===== src/rtl/guess_game_core.sv =====
// ---------------------------------------------------------------------------
// guess_game_core
//
// Number-guessing engine. A secret is drawn from a free-running Fibonacci
// LFSR, or forced from fix_val for deterministic play. Decimal key digits
// accumulate into a guess. Each submitted guess narrows the live lower and
// upper limits toward the secret. The game ends in WIN when the guess matches.
// It ends in LOSE when MAX_TRIES in-range guesses have been used without a
// match.
//
// Optional build macro:
//   TIMEOUT_EN - when defined, sitting idle in ENTRY for TIMEOUT_CYC cycles
//                consumes one try and discards any partial guess.
//
// Ports:
//   clk          in   clock, all state on the rising edge
//   rst          in   asynchronous, active-high reset
//   start        in   pulse: begin/restart a game (beats enter/digit_valid)
//   fix_en       in   sampled with start: use fix_val as the secret
//   fix_val      in   [DW] forced secret value
//   digit_valid  in   one-cycle strobe, digit is valid
//   digit        in   [4] decimal digit 0..9
//   enter        in   one-cycle strobe: submit the accumulated guess
//   guess        out  [DW] current accumulated/submitted guess
//   lo_lim       out  [DW] current lower limit
//   hi_lim       out  [DW] current upper limit
//   tries        out  [4] in-range guesses consumed
//   too_low      out  last guess < secret
//   too_high     out  last guess > secret
//   outrange     out  last guess outside [lo_lim, hi_lim]
//   win          out  game won (level)
//   lose         out  game lost (level)
//   busy         out  state is DRAW or CHECK
//   state        out  [3] FSM state code, for debug
// ---------------------------------------------------------------------------
module guess_game_core #(
  parameter int                  DW          = 8,
  parameter int                  MIN_VAL     = 1,
  parameter int                  MAX_VAL     = 99,
  parameter int                  DIGITS      = 2,
  parameter int                  MAX_TRIES   = 7,
  parameter int                  LFSR_W      = 16,
  parameter logic [LFSR_W-1:0]   LFSR_SEED   = LFSR_W'(16'hACE1),
  parameter int                  TIMEOUT_CYC = 1000
) (
  input  logic          clk,
  input  logic          rst,
  input  logic          start,
  input  logic          fix_en,
  input  logic [DW-1:0] fix_val,
  input  logic          digit_valid,
  input  logic [3:0]    digit,
  input  logic          enter,
  output logic [DW-1:0] guess,
  output logic [DW-1:0] lo_lim,
  output logic [DW-1:0] hi_lim,
  output logic [3:0]    tries,
  output logic          too_low,
  output logic          too_high,
  output logic          outrange,
  output logic          win,
  output logic          lose,
  output logic          busy,
  output logic [2:0]    state
);

  // FSM state codes (fixed values; the debug port exposes them directly)
  localparam logic [2:0] S_IDLE  = 3'd0;
  localparam logic [2:0] S_DRAW  = 3'd1;
  localparam logic [2:0] S_ENTRY = 3'd2;
  localparam logic [2:0] S_CHECK = 3'd3;
  localparam logic [2:0] S_WIN   = 3'd4;
  localparam logic [2:0] S_LOSE  = 3'd5;

  localparam int              CW        = (DIGITS < 1) ? 1 : $clog2(DIGITS + 1);
  localparam logic [DW-1:0]   MIN_V     = DW'(MIN_VAL);
  localparam logic [DW-1:0]   MAX_V     = DW'(MAX_VAL);
  localparam logic [DW-1:0]   SAT_V     = '1;
  localparam logic [CW-1:0]   DIG_MAX   = CW'(DIGITS);
  localparam logic [3:0]      TRIES_MAX = 4'(MAX_TRIES);
  localparam logic [DW+3:0]   TEN       = (DW + 4)'(10);

  // Feedback tap masks for maximal-length Fibonacci LFSRs (shift toward the
  // MSB, feedback into bit 0). Widths without a table entry fall back to the
  // two top bits. That fallback still never locks up at zero, but it may
  // not give the full period.
  function automatic logic [LFSR_W-1:0] lfsrMask();
    logic [63:0] m;
    case (LFSR_W)
      8:       m = 64'h0000_0000_0000_00B8;
      12:      m = 64'h0000_0000_0000_0E08;
      16:      m = 64'h0000_0000_0000_B400;
      24:      m = 64'h0000_0000_00E1_0000;
      32:      m = 64'h0000_0000_8020_0003;
      default: m = 64'h3 << (LFSR_W - 2);
    endcase
    return m[LFSR_W-1:0];
  endfunction

  localparam logic [LFSR_W-1:0] LFSR_MASK = lfsrMask();

  logic [2:0]        state_q, state_d;
  logic [LFSR_W-1:0] lfsr_q, lfsr_d;
  logic [DW-1:0]     guess_q, guess_d;
  logic [DW-1:0]     lo_q, lo_d;
  logic [DW-1:0]     hi_q, hi_d;
  logic [DW-1:0]     secret_q, secret_d;
  logic [DW-1:0]     fixVal_q, fixVal_d;
  logic              fix_q, fix_d;
  logic [3:0]        tries_q, tries_d;
  logic [CW-1:0]     cnt_q, cnt_d;
  logic              tooLow_q, tooLow_d;
  logic              tooHigh_q, tooHigh_d;
  logic              outrange_q, outrange_d;
  logic              win_q, win_d;
  logic              lose_q, lose_d;

  logic              lfsrFb;
  logic              lfsrInRange;
  logic              fixInRange;
  logic [DW+3:0]     wideAcc;
  logic [DW-1:0]     accVal;
  logic [3:0]        triesInc;
  logic              enterAcc;
  logic              digitAcc;
  logic              tmoHit;

  // The LFSR runs every cycle regardless of state, so the moment start is
  // pressed decides which value gets drawn.
  assign lfsrFb = ^(lfsr_q & LFSR_MASK);
  assign lfsr_d = {lfsr_q[LFSR_W-2:0], lfsrFb};

  assign lfsrInRange = (lfsr_q[DW-1:0] >= MIN_V) && (lfsr_q[DW-1:0] <= MAX_V);
  assign fixInRange  = (fix_val >= MIN_V) && (fix_val <= MAX_V);

  // Decimal shift-in of the next digit. The extra 4 bits hold the worst case
  // (all-ones * 10 + 9), so the saturation test below is exact.
  assign wideAcc  = {4'b0000, guess_q} * TEN + {{DW{1'b0}}, digit};
  assign accVal   = (wideAcc > {4'b0000, SAT_V}) ? SAT_V : wideAcc[DW-1:0];
  assign triesInc = tries_q + 4'd1;

  // enter takes priority over a digit in the same cycle. An enter with no
  // digits typed does nothing, and the digit from that cycle is still dropped.
  assign enterAcc = (state_q == S_ENTRY) && enter && (cnt_q != '0);
  assign digitAcc = (state_q == S_ENTRY) && !enter && digit_valid &&
                    (digit <= 4'd9) && (cnt_q < DIG_MAX);

`ifdef TIMEOUT_EN
  localparam int              TMO_W    = (TIMEOUT_CYC < 2) ? 1 : $clog2(TIMEOUT_CYC + 1);
  localparam logic [TMO_W-1:0] TMO_LAST = TMO_W'(TIMEOUT_CYC - 1);

  logic [TMO_W-1:0] tmo_q, tmo_d;

  // Idle counter for ENTRY. It restarts on any accepted key and whenever the
  // state changes, so only true inactivity inside ENTRY builds up.
  assign tmoHit = (state_q == S_ENTRY) && (tmo_q == TMO_LAST);

  always_comb begin
    tmo_d = '0;
    if ((state_q == S_ENTRY) && !start && !enterAcc && !digitAcc && !tmoHit) begin
      tmo_d = tmo_q + TMO_W'(1);
    end
  end

  always_ff @(posedge clk or posedge rst) begin
    if (rst) begin
      tmo_q <= '0;
    end else begin
      tmo_q <= tmo_d;
    end
  end
`else
  // Without the timeout, ENTRY waits indefinitely. TIMEOUT_CYC stays in the
  // parameter list so both builds share one interface.
  assign tmoHit = 1'b0;
  if (TIMEOUT_CYC < 1) begin : g_timeout_unused
  end
`endif

  // Next-state and datapath logic. start overrides everything, including
  // a game that is still in progress.
  always_comb begin
    state_d    = state_q;
    guess_d    = guess_q;
    lo_d       = lo_q;
    hi_d       = hi_q;
    secret_d   = secret_q;
    fixVal_d   = fixVal_q;
    fix_d      = fix_q;
    tries_d    = tries_q;
    cnt_d      = cnt_q;
    tooLow_d   = tooLow_q;
    tooHigh_d  = tooHigh_q;
    outrange_d = outrange_q;
    win_d      = win_q;
    lose_d     = lose_q;

    if (start) begin
      state_d    = S_DRAW;
      guess_d    = '0;
      lo_d       = MIN_V;
      hi_d       = MAX_V;
      tries_d    = '0;
      cnt_d      = '0;
      tooLow_d   = 1'b0;
      tooHigh_d  = 1'b0;
      outrange_d = 1'b0;
      win_d      = 1'b0;
      lose_d     = 1'b0;
      // An out-of-range forced value is simply not latched as forced, so
      // DRAW falls back to the LFSR.
      fix_d      = fix_en && fixInRange;
      fixVal_d   = fix_val;
    end else begin
      case (state_q)
        S_DRAW: begin
          // Rejection sampling: out-of-range LFSR values are skipped and
          // the next cycle's value is tried instead.
          if (fix_q) begin
            secret_d = fixVal_q;
            state_d  = S_ENTRY;
          end else if (lfsrInRange) begin
            secret_d = lfsr_q[DW-1:0];
            state_d  = S_ENTRY;
          end
        end

        S_ENTRY: begin
          if (enterAcc) begin
            state_d = S_CHECK;
            cnt_d   = '0;
          end else if (digitAcc) begin
            // The first digit starts a fresh guess and clears the previous
            // verdict.
            if (cnt_q == '0) begin
              guess_d    = DW'(digit);
              tooLow_d   = 1'b0;
              tooHigh_d  = 1'b0;
              outrange_d = 1'b0;
            end else begin
              guess_d = accVal;
            end
            cnt_d = cnt_q + CW'(1);
          end else if (tmoHit) begin
            tries_d = triesInc;
            guess_d = '0;
            cnt_d   = '0;
            if (triesInc == TRIES_MAX) begin
              lose_d  = 1'b1;
              state_d = S_LOSE;
            end
          end
        end

        S_CHECK: begin
          // An out-of-range guess is only flagged and costs nothing.
          if ((guess_q < lo_q) || (guess_q > hi_q)) begin
            outrange_d = 1'b1;
            state_d    = S_ENTRY;
          end else begin
            tries_d = triesInc;
            if (guess_q == secret_q) begin
              win_d   = 1'b1;
              lo_d    = secret_q;
              hi_d    = secret_q;
              state_d = S_WIN;
            end else begin
              if (guess_q < secret_q) begin
                tooLow_d = 1'b1;
                lo_d     = guess_q + DW'(1);
              end else begin
                tooHigh_d = 1'b1;
                hi_d      = guess_q - DW'(1);
              end
              if (triesInc == TRIES_MAX) begin
                lose_d  = 1'b1;
                state_d = S_LOSE;
              end else begin
                state_d = S_ENTRY;
              end
            end
          end
        end

        S_IDLE, S_WIN, S_LOSE: begin
          // Keys are ignored here; only start (handled above) leaves.
        end

        default: begin
          state_d = S_IDLE;
        end
      endcase
    end
  end

  // State registers. Reset returns the engine to a blank IDLE game with the
  // LFSR reseeded.
  always_ff @(posedge clk or posedge rst) begin
    if (rst) begin
      state_q    <= S_IDLE;
      lfsr_q     <= LFSR_SEED;
      guess_q    <= '0;
      lo_q       <= MIN_V;
      hi_q       <= MAX_V;
      secret_q   <= '0;
      fixVal_q   <= '0;
      fix_q      <= 1'b0;
      tries_q    <= '0;
      cnt_q      <= '0;
      tooLow_q   <= 1'b0;
      tooHigh_q  <= 1'b0;
      outrange_q <= 1'b0;
      win_q      <= 1'b0;
      lose_q     <= 1'b0;
    end else begin
      state_q    <= state_d;
      lfsr_q     <= lfsr_d;
      guess_q    <= guess_d;
      lo_q       <= lo_d;
      hi_q       <= hi_d;
      secret_q   <= secret_d;
      fixVal_q   <= fixVal_d;
      fix_q      <= fix_d;
      tries_q    <= tries_d;
      cnt_q      <= cnt_d;
      tooLow_q   <= tooLow_d;
      tooHigh_q  <= tooHigh_d;
      outrange_q <= outrange_d;
      win_q      <= win_d;
      lose_q     <= lose_d;
    end
  end

  assign guess    = guess_q;
  assign lo_lim   = lo_q;
  assign hi_lim   = hi_q;
  assign tries    = tries_q;
  assign too_low  = tooLow_q;
  assign too_high = tooHigh_q;
  assign outrange = outrange_q;
  assign win      = win_q;
  assign lose     = lose_q;
  assign busy     = (state_q == S_DRAW) || (state_q == S_CHECK);
  assign state    = state_q;

endmodule


===== config.mk =====
export PLATFORM = sky130hd
export DESIGN_NAME = guess_game_core
export DESIGN_NICKNAME = d
export VERILOG_FILES = /design/src/rtl/guess_game_core.sv
export SDC_FILE = /design/constraint.sdc
export NUM_CORES = 1
export LEC_CHECK = 0
export BUFFER_PORTS_ARGS = -buffer_cell sky130_fd_sc_hd__buf_2
export CORE_UTILIZATION = 50
export DETAILED_ROUTE_END_ITERATION = 8
export PLACE_DENSITY = 0.7
export SYNTH_ARGS = -nofsm -noshare
export SYNTH_HDL_FRONTEND = slang
export SYNTH_SLANG_ARGS = --single-unit

===== constraint.sdc =====
create_clock -name clk -period 3.8 [get_ports clk]
set_clock_uncertainty 0.1 [all_clocks]
set_input_delay 0.38 -clock clk [delete_from_list [all_inputs] [get_ports clk]]
set_output_delay 0.38 -clock clk [all_outputs]
set_load 0.02 [all_outputs]

### Word-level counts from Yosys, hierarchy flattened

Index checks and enable logic that the tools add are counted.

* memory bits (writable): 0
* input bits: 18
* output and inout bits: 37
* register bits after elaboration: 71
* latch bits: 0
* logic and storage cells: 150
* ROM bits: 0
* memories: 0

* reductions and logical operators: 38
* multipliers: 1
* bitwise operators: 1
* equality and inequality tests: 22
* shifts and indexed selects: 0
* multiplexer cells: 58
* divide/modulo/power cells: 0
* $add $sub $neg: 5
* $lt $le $gt $ge: 10

Operators with widths (count)
* $mux 8: 18
* $ne 3x3->1 const B: 9
* $mux 1: 22
* $mux 3: 7
* $reduce_and 3->1: 6
* $ge 8x1->1 const B: 2
* $le 8x7->1 const B: 2
* $lt 8x8->1: 2
* $reduce_xor 16->1: 1
* $reduce_and 7->1: 2
* $reduce_bool 2->1: 7
* $add 12x4->12: 1
* $gt 12x8->1 const B: 1
* $mux 4: 3
* $pmux 3 s4: 1
* $mul 8x3->11 const B: 1
* $logic_and 1x1->1: 9
* $reduce_bool 3->1: 3
* $add 8x1->8 const B: 1
* $eq 8x8->1: 1
* $gt 8x8->1: 1
* $mux 2: 4
* $ne 2x2->1 const B: 4
* $sub 8x1->8 const B: 1
* other kinds (20): 26

### Logic depth before layout (Yosys ltp)

* depth in word-level cells: 9
* mapped depth: 11
* gate-level depth less buffers: 9

### Worst setup path before layout

OpenSTA, ideal clock, no wires.

* kind: reg-to-reg
* from: register guess_q[1] (netlist: guess[1])
* to: register guess_q[0] (netlist: guess[0])
* required time: 3622 ps
* data arrival time: 2865 ps
* setup slack: 757 ps
* setup time: 78 ps
* stages on the path, launching flop included: 10
* buffers on the path: 0
* clock period less this slack: 3043 ps
* cell sequence: dfrtp_1 -> ha_1 -> ha_1 -> fa_1 -> xor2_1 -> nand3_1 -> nor4_1 -> mux2_2 -> a21boi_2 -> o21bai_1

* cells in the longest elaborated chain, start to end: 9

RTL lines
* start: declaration: RTL line 104 `logic [DW-1:0] guess_q, guess_d;`
* start signal: assignment: RTL line 318 `guess_q <= guess_d;`
* $mul 8x3->11: RTL line 138 `assign wideAcc = {4'b0000, guess_q} * TEN + {{DW{1'b0}}, digit};`
* $add 12x4->12: RTL line 138
* $gt 12x8->1: RTL line 139 `assign accVal = (wideAcc > {4'b0000, SAT_V}) ? SAT_V : wideAcc[DW-1:0];`
* $mux 8: RTL line 139
* $mux 8: RTL line 235 `if (cnt_q == '0) begin`
* $mux 8: RTL line 232 `end else if (digitAcc) begin`
* $mux 8: RTL line 229 `if (enterAcc) begin`
* $mux 8: RTL line 215 `case (state_q)`
* $mux 8: RTL line 198 `if (start) begin`

No other way between the ends. The select of a mux whose other input is x is not followed.
A chain may end at the register's enable or synchronous reset.

### Final worst setup path

* from: register guess_q[3] (netlist: guess[3])
* to: register guess_q[0] (netlist: guess[0])

The elaborated chain is that of the path after synthesis.

==> results.md <==
- Most frequent cell after synthesis: dfrtp_1
- Total number of nets in the final design: between 500 and 600
- Horizontal extent of the die: around 97 µm
- Number of I/O pins: 55
- Reported net switching power: roughly 0.00059 W
- Tcrit/Tclk final: 0.864
- Placed cell area: around 4900 µm²
- Clock transition at the registers of the reported paths: 0.08 ns
- Number of vias after detailed routing: 3526
- Total number of yosys warnings: 0
- Post-detailed-route count of antenna-violating nets: 0
- Port buffer count: 54
- Cell count after synthesis: 460
- Startpoint type of the worst setup path: flop
- Maximum number of pins on one net before global-route repair: 60
- Total of endpoints with negative setup slack in the final report: 0
- Post-cts gate resize count: 0
- Final std cells w/o fill: approximately 620
- RSZ-0062 raised after global routing: false
- Area share of the leading cell type in the synthesized netlist: 0.322
- Antenna fix cells: 0
- Nets in the synthesized netlist: ~520
- First-pass GRT wire length: roughly 17 mm
- Global-route usage over all layers: 0.231
- Count of max-cap constraint violations: 0
- Most frequent cells after synthesis: dfrtp_1 (58), nor2_1 (53), ha_1 (43), inv_1 (31), a21oi_1 (24)
- Detailed-route wire length per cell: approximately 16 µm
- Achievable clock frequency: between 300 and 400 MHz
- Remaining global-route overflow: 0
- Yosys cell types: 60
- Number of enable flip-flop cells after synthesis: 0
- Final Hold Viols: 0
- Worst slew slack as a fraction of its limit: 0.303
- Final Wtd Congestion: roughly 0.89
- Clock tree from TritonCTS: yes
- Tightest Hold Check Type: input port to async pin
- Number of clock buffers inserted by TritonCTS: 9
- Total Routed Length: roughly 10 mm
- First-pass iteration count of the detailed router: 4
- Lkg Pwr: between 2 and 2.5 nW
- Count of H-tree levels built during CTS: 3
- Maximum resistive drop on vdd: ~0.00032 V
- CP Max Fanout: 13
- Number of register bits inferred by synthesis: about 70
- Via density: ~5.7
- Number of pins exceeding their max-slew limit in the final report: 0
- Postcts setup bufs: 0
- DRC violations left: 0
- Relative contribution of combinational cells to total power: 0.203
- Areal power density over the cells: between 300 and 400 nW/µm²
- FFs w/ async S/R, synth: 1.00
- Via count of the first global-routing pass: about 3500
- Combined area of all synthesized cells: 4510 µm²
- Status: finished, final reports clean
- Element type at the critical path end: flop
- Share of total power in the clock network: 0.349
- Cell area after layout: ~5000 µm²
- Area growth, synth to finish: 12.6%
- Initial antenna violation count: 0
- Internal Power: between 0.001 and 0.0015 W
- Clock tree buffer depth: 2
- Most area-consuming cells after synthesis: dfrtp_1 (32%), ha_1 (12%), dfstp_2 (7.6%), nor2_1 (4.4%), mux2_2 (3.7%)
- Clock latency on the worst-skew pair: ~0.35 ns
- Synth Flop Type: dfrtp_1
- Core Box Area: 8720 µm²
- Clk Tree Root Cell: clkbuf_8
- Shortest period the worst path allows: approximately 3.3 ns
- Share of cells above drive strength 1: 0.227
- Cell count after placement: 608
- Least-Margin Pin Slew: about 1.0 ns
- Clock sink count: 71
- Sequential-to-total area share from yosys stat: 0.397
- Net switching fraction of the power: 0.323
- Total Negative Setup Slacks: 0 ns
- Hold buffer count at cts: 0
- Height of the die: between 90 and 100 µm
- Synth area leader: dfrtp_1
- Sequential fraction of design power: 0.448
- Class of the most critical setup path: flop to flop
- Dpl hpwl: 7.70 mm
- DR iter-0 viols: 171
- Post-synthesis average cell area: 9.81 µm²
- CP Data Arrival Time: between 3 and 4 ns
- Area of the die: between 9000 and 10000 µm²
- Data required time at the worst endpoint: approximately 4 ns
- Starting density of the core: 0.517
- Row cnt: 34
[power by group through the flow]
stage | clock network [W] | logic [W] | registers (W)
2_1_floorplan | 0 | 0.000277 | 0.000822
3_3_place_gp | 0 | 0.000363 | 0.000831
3_5_place_dp | 0 | 0.000369 | 0.000833
4_1_cts | 0.000656 | 0.000370 | 0.000819
5_1_grt | 0.000686 | 0.000416 | 0.000824
6_report | 0.000639 | 0.000372 | 0.000819
[critical path, cell delays in order, from the launching register on]
cell      delay, ns
dfrtp_1        0.65
ha_1           0.33
ha_1           0.22
fa_1           0.42
xor2_1         0.32
nand3_1        0.14
nor4_1         0.22
mux2_2         0.42
a21boi_2       0.24
o21bai_1       0.14
[layout make-up]
| class | instances | area [µm²] |
|---|---|---|
| inverter | 31 | 116 |
| multi-input combinational | 339 | 2520 |
| timing repair buffer | 59 | 308 |
| clock buffer | 10 | 138 |
| clock inverter | 6 | 72.6 |
| sequential | 71 | 1790 |
| tap | 108 | 135 |
| fill | 754 | 3640 |
[cell usage in the layout (no fill, tap or decap), drive strengths merged, types with 14 or more instances in the layout]
| master | n |
|---|---|
| inv | 35 |
| ha | 43 |
| mux2 | 21 |
| dfrtp | 58 |
| nand3 | 14 |
| buf | 59 |
| nand2 | 20 |
| a21oi | 24 |
| nor2 | 53 |
| o21ai | 18 |
[cell families after synthesis]
logic type,after synthesis,share of synthesized area
AND/OR/NAND/NOR,140,0.153
AO/OA/AOI/OAI,101,0.154
flip-flops,71,0.397
buffers and inverters,50,0.0446
adder cells (fa/ha/maj),45,0.128
multiplexers,33,0.0840
XOR/XNOR,20,0.0388
[worst paths after layout]
check | endpoint | slack (ns) | from | cells past startpoint
min in group clk | fixVal_q[3] | 0.17 | fix_val[3] | 2
min reg2reg | lfsr_q[10] | 0.26 | lfsr_q[9] | 0
max in group asynchronous | hi_lim[5] | 2.52 | rst | 3
max reg2reg | guess[0] | 0.52 | guess[3] | 9
max | guess[0] | 0.52 | guess[3] | 9
min | fixVal_q[4] | 0.17 | rst | 2
[metal layers]
layer / vias to the layer above / routed length (µm) / global-route usage
li1: 1767 / - / -
met1: 1682 / 4930 / 0.318
met2: 64 / 4800 / 0.369
met3: 13 / 305 / 0.0477
met4: 0 / 162 / 0.0620
met5: - / 0 / 0
[state kept, by name, summed over array words and instances (netlist names)]
register  flops
hi_lim        8
too_high      1
guess         8
secret_q      8
lfsr_q       16
cnt_q         2
too_low       1
fix_q         1
win           1
fixVal_q      8
outrange      1
lose          1
state         3
tries         4
lo_lim        8
[metrics by stage]
step / total power [W] / hold WS (ns) / worst slack [ns] / util
after global placement: 0.00119 / 0.237 / 0.660 / 0.558
after detailed placement: 0.00120 / 0.240 / 0.592 / 0.558
after floorplan: 0.00110 / 0.231 / 0.757 / -
after CTS: 0.00185 / 0.153 / 0.543 / 0.582
after global routing: 0.00193 / 0.157 / 0.305 / 0.582
final: 0.00183 / 0.166 / 0.517 / 0.582
No activity file was read; power rests on OpenSTA's default activity.
